===== src/rtl/arbiter_pkg.sv =====
// Shared types and helpers for the gpiomem round-robin arbiter.
// FSM state encoding, default widths, one-hot index conversion.
package arbiter_pkg;

  typedef enum logic [1:0] {
    IDLE,
    GRANT,
    RELEASE
  } arb_state_t;

  localparam int ADDR_W_DEF = 9;
  localparam int DATA_W_DEF = 8;

  // OR of set-bit positions; exact for one-hot or zero input
  function automatic logic [2:0] onehot_to_idx(input logic [7:0] oh);
    logic [2:0] idx;
    idx = '0;
    for (int i = 0; i < 8; i++) begin
      if (oh[i]) idx = idx | 3'(i);
    end
    return idx;
  endfunction

endpackage


===== src/rtl/bus_arbiter_rr_pick.sv =====
// Rotating-priority encoder: first eligible master after `last`.
// Scan order is last+1, last+2, ... wrapping modulo N.
module rr_pick #(
  parameter int N = 4,
  localparam int IW = $clog2(N)
) (
  input  logic [N-1:0]  eligible,
  input  logic [IW-1:0] last,
  output logic [IW-1:0] winner_idx,
  output logic          any
);

  int w_j;

  // walk the ring once, latch the first hit
  always_comb begin
    winner_idx = '0;
    any        = 1'b0;
    w_j        = 0;
    for (int i = 1; i <= N; i++) begin
      w_j = int'(last) + i;
      if (w_j >= N) w_j = w_j - N;
      if (!any && eligible[w_j]) begin
        any        = 1'b1;
        winner_idx = IW'(w_j);
      end
    end
  end

endmodule


===== src/rtl/bus_arbiter_rr.sv =====
// Round-robin arbiter sharing the gpiomem port among N masters.
// Bounded hold with forced revocation, mask until req drops, sticky flags.
module bus_arbiter_rr
  import arbiter_pkg::*;
#(
  parameter int N        = 4,
  parameter int ADDR_W   = ADDR_W_DEF,
  parameter int DATA_W   = DATA_W_DEF,
  parameter int MAX_HOLD = 64,
  localparam int OW      = $clog2(N)
) (
  input  logic                clk,
  input  logic                reset,
  input  logic [N-1:0]        req,
  output logic [N-1:0]        grant,
  input  logic [N-1:0]        rw_in,
  input  logic [N*ADDR_W-1:0] addr_in,
  input  logic [N*DATA_W-1:0] wdata_in,
  output logic [N*DATA_W-1:0] rdata_out,
  output logic                mem_rw,
  output logic [ADDR_W-1:0]   mem_addr,
  output logic [DATA_W-1:0]   mem_wdata,
  input  logic [DATA_W-1:0]   mem_rdata,
  output logic [OW-1:0]       owner,
  output logic                busy,
  output logic [N-1:0]        timeout_flags,
  input  logic                clr_flags
);

  localparam int HW = (MAX_HOLD > 0) ? $clog2(MAX_HOLD + 1) : 1;
  localparam int HOLD_LAST = (MAX_HOLD > 0) ? MAX_HOLD - 1 : 0;

  arb_state_t     r_state;
  logic [N-1:0]   r_grant;
  logic           r_busy;
  logic [OW-1:0]  r_last;
  logic [HW-1:0]  r_hold;
  logic [N-1:0]   r_mask;
  logic [N-1:0]   r_flags;

  logic [OW-1:0]  w_owner;
  logic [OW-1:0]  w_win;
  logic           w_any;
  logic [N-1:0]   w_elig;
  logic           w_revoke;
  logic [N-1:0]   w_revoke_vec;
  logic [N-1:0]   w_win_oh;

  assign w_owner  = OW'(onehot_to_idx(8'(r_grant)));
  assign w_elig   = req & ~r_mask;
  assign w_win_oh = {{(N-1){1'b0}}, 1'b1} << w_win;

  assign w_revoke = (r_state == GRANT) && req[w_owner]
                 && (MAX_HOLD != 0)
                 && (r_hold == HW'(HOLD_LAST));
  assign w_revoke_vec = w_revoke ? r_grant : '0;

  rr_pick #(.N(N)) u_pick (
    .eligible   (w_elig),
    .last       (r_last),
    .winner_idx (w_win),
    .any        (w_any)
  );

  // grant FSM: pick, hold with counter, one turnaround cycle
  always_ff @(posedge clk) begin
    if (!reset) begin
      r_state <= IDLE;
      r_grant <= '0;
      r_busy  <= 1'b0;
      r_last  <= OW'(N - 1);
      r_hold  <= '0;
    end else begin
      unique case (r_state)
        IDLE: begin
          if (w_any) begin
            r_grant <= w_win_oh;
            r_busy  <= 1'b1;
            r_hold  <= '0;
            r_state <= GRANT;
          end
        end
        GRANT: begin
          if (!req[w_owner] || w_revoke) begin
            r_grant <= '0;
            r_busy  <= 1'b0;
            r_last  <= w_owner;
            r_state <= RELEASE;
          end else if (r_hold < HW'(HOLD_LAST)) begin
            r_hold <= r_hold + 1'b1;
          end
        end
        RELEASE: r_state <= IDLE;
        default: r_state <= IDLE;
      endcase
    end
  end

  // mask drops once req drops; flag set beats clear
  always_ff @(posedge clk) begin
    if (!reset) begin
      r_mask  <= '0;
      r_flags <= '0;
    end else begin
      r_mask  <= (r_mask & req) | w_revoke_vec;
      r_flags <= (clr_flags ? '0 : r_flags) | w_revoke_vec;
    end
  end

  // owner's bus to gpiomem; idle drives a harmless read of 0
  always_comb begin
    mem_rw    = 1'b0;
    mem_addr  = '0;
    mem_wdata = '0;
    rdata_out = '0;
    if (r_busy) begin
      mem_rw    = rw_in[w_owner];
      mem_addr  = addr_in[w_owner*ADDR_W +: ADDR_W];
      mem_wdata = wdata_in[w_owner*DATA_W +: DATA_W];
      rdata_out[w_owner*DATA_W +: DATA_W] = mem_rdata;
    end
  end

  assign grant         = r_grant;
  assign busy          = r_busy;
  assign owner         = w_owner;
  assign timeout_flags = r_flags;

endmodule


===== config.mk =====
export PLATFORM = sky130hd
export DESIGN_NAME = bus_arbiter_rr
export DESIGN_NICKNAME = d
export VERILOG_FILES = /design/src/rtl/arbiter_pkg.sv /design/src/rtl/bus_arbiter_rr_pick.sv /design/src/rtl/bus_arbiter_rr.sv
export SDC_FILE = /design/constraint.sdc
export NUM_CORES = 1
export LEC_CHECK = 0
export CORE_MARGIN = 2
export CORE_UTILIZATION = 39
export DETAILED_ROUTE_END_ITERATION = 8
export GPL_TIMING_DRIVEN = 0
export PLACE_DENSITY = 0.95
export SYNTH_ARGS = -nofsm -noshare
export SYNTH_HDL_FRONTEND = slang
export SYNTH_SLANG_ARGS = --single-unit

===== constraint.sdc =====
create_clock -name clk -period 4.9 [get_ports clk]
set_input_delay 0.49 -clock clk [delete_from_list [all_inputs] [get_ports clk]]
set_output_delay 0.49 -clock clk [all_outputs]
set_load 0.005 [all_outputs]

==> metrics.txt <==
Power Density 204 nW/um^2; root buf cell clkbuf_8; via density per instance 5.44; # hold bufs at CTS 0; Post-synth EDFFs 0; worst r2r dst r_hold[3]; RD Place Congestion roughly 0.96; Post-CTS Resized 0; CP Data Required Time ~4.4 ns; yosys warns 0; routed vias approximately 2900; R2R depth 5; status complete, no violations; Yosys cell types between 40 and 50; initial antenna violation count 0; most frequent cells in the layout 147 x clkdlybuf4s50_1, 47 x nand2_1, 31 x and2_1; CTS Buffer Depth 2; register area share after synthesis 22.7%; fin crit period about 3.8 ns; Finish-stage setup viols 0; cell area after layout 3730 um^2; footprint of the multi-input gates roughly 1500 um^2; vias in the first global route 2599; Post-DRT Antenna Nets 0; PortBufs ~150; Reg2Reg Launch Point r_hold[0]; worst slew pin tran 0.739 ns; worst setup margin 1.11 ns; Area Growth Syn to Fin 76.1%; Pre-Repair DR Iteration Count 4; WS Path Type reg -> out; final worst path period share 77.3%; Final Slew Violations 0; VDD IR max around 0.00018 V; Final TNS setup 0 ns; Rows 26; DIE AREA 6040 um^2; drt total wl 8.58 mm; share of cells above drive strength 1 1.97%; max-capacitance violation count 0; FF+latch count, synth 24; flop2flop setup slack 2.85 ns; CTS tree built; Max FO, Critical Path 10; largest net degree at the start of global routing 14; Hold Path Class reg -> reg; fmax 264 MHz; clock slew at reported path FFs 0.09 ns; RSZ-0062 raised after global routing false; CP startpoint kind flop; Synth Instances around 310; hold_ws approximately 0.47 ns; hold_sp r_mask[2]; Place WS 1.43 ns; most common cell after layout, fill and taps aside clkdlybuf4s50_1; arrival time at the worst endpoint 3.30 ns; Top FF cell, synth dfxtp_1; crit path from grant[2]; crit path capture type primary output; Mapped Area 2120 um^2; CTS Buf Count 3; total inserted antenna cells 0; Core Util, Final 72.2%; max_slew headroom 50.3%; WL/cell ~16 um; leakage power 1.44 nW; Syn Nets 394; clk_lat worst skew 0.27 ns; first-pass GRT wire length 13.1 mm; Reg area 480 um^2; CP endpoint rdata_out[29]; Iter 0 DRT Violations between 100 and 150; gr ovfl total 0; placed inst area 3680 um^2; post-DP HPWL ~7 mm; post-CTS setup buffer count 0; Top Ports 148; Die Height 77.7 um; async set or reset register ratio after synthesis 0%; Final nets 546; drc violations 0; H-tree levels 1; Initial Util 41.0%; TritonCTS Sinks 24; total global-route track usage between 20% and 30%; Mean Syn Cell Area 6.95 um^2; Horiz. Die Dim just under 80 um; Core Region about 5200 um^2; fillcell total 394; clock skew 0.00522 ns; count of final hold-check violations 0
==> worst max-delay path: stages, from the launching register on <==
cell,delay (ns)
dfxtp_1,0.41
nor2_1,0.41
clkbuf_1,0.43
inv_1,0.09
ha_1,0.31
nand2_1,0.07
nor3_1,0.57
and2_1,0.23
clkdlybuf4s50_1,0.52
==> area by class of cell <==
cell class / instances / share of cell area, %
multi-input cells: 254 / 41.1
repair buffers: 147 / 39.4
flip-flops and latches: 24 / 12.9
well taps: 70 / 2.35
plain buffers: 20 / 2.14
clock buffers: 4 / 1.47
inverters: 7 / 0.704
==> cells in the mapped netlist (all sizes together), types with 2 or more instances <==
| master | number | share of area, % |
|---|---|---|
| nor3 | 4 | 0.94 |
| mux2i | 22 | 10 |
| nand4 | 4 | 1.2 |
| o21ai | 19 | 4.5 |
| or3 | 2 | 0.59 |
| or4 | 3 | 1.1 |
| and2 | 31 | 9.1 |
| and3 | 21 | 6.2 |
| nand2b | 9 | 2.7 |
| nand3 | 28 | 6.6 |
| o32ai | 5 | 2.1 |
| and3b | 3 | 1.2 |
| and4 | 2 | 0.83 |
| buf | 2 | 0.59 |
| a21oi | 15 | 3.5 |
| dfxtp | 24 | 23 |
| nor2b | 5 | 1.5 |
| nor2 | 10 | 1.8 |
| clkbuf | 18 | 3.2 |
| ha | 2 | 1.2 |
| inv | 7 | 1.2 |
| o31ai | 2 | 0.71 |
| nand2 | 47 | 8.3 |
| nand3b | 2 | 0.71 |
| or2 | 2 | 0.59 |
| o211ai | 2 | 0.71 |
==> worst min path at each step <==
| stage | endpoint | slack [ns] | cells past startpoint |
|---|---|---|---|
| 2_1_floorplan | r_mask[1] | 0.44 | 2 |
| 3_3_place_gp | r_hold[5] | 0.46 | 2 |
| 3_5_place_dp | r_mask[2] | 0.46 | 2 |
| 4_1_cts | r_mask[2] | 0.47 | 2 |
| 5_1_grt | timeout_flags[1] | 0.50 | 2 |
| 6_report | r_mask[2] | 0.47 | 2 |
==> cells by family after synthesis <==
| family | Yosys count | share of synthesized area [%] |
|---|---|---|
| compound gates | 54 | 16.4 |
| fa+ha+maj | 2 | 1.18 |
| buf+inv | 27 | 5.01 |
| flops | 24 | 22.7 |
| mux | 22 | 10.4 |
| simple gates | 176 | 44.4 |
==> routing by layer <==
metal | track usage (%) | share of wire, % | vias up
met5 | 0 | 0 | -
met4 | 8.93 | 2.7 | 0
met3 | 4.53 | 8.1 | 23
met2 | 48.8 | 51 | 140
met1 | 31.0 | 39 | 1308
li1 | - | - | 1393
==> sequential cells by signal, indices dropped and copies added, names as in the netlist <==
name	cells
r_mask	4
grant	4
r_hold	7
timeout_flags	4
busy	1
r_state	2
r_last	2
==> stage by stage <==
stage	cells	power (mW)
2_1_floorplan	305	0.408
3_3_place_gp	522	0.614
3_5_place_dp	522	0.626
4_1_cts	526	0.761
5_1_grt	526	0.806
6_report	526	0.764
==> where the power goes <==
group | total (mW) | internal [mW] | switching (mW)
Clock | 0.136 | 0.0718 | 0.0645
Sequential | 0.216 | 0.206 | 0.0103
Combinational | 0.412 | 0.224 | 0.187
Note: power is estimated with default switching activity, not from simulation.
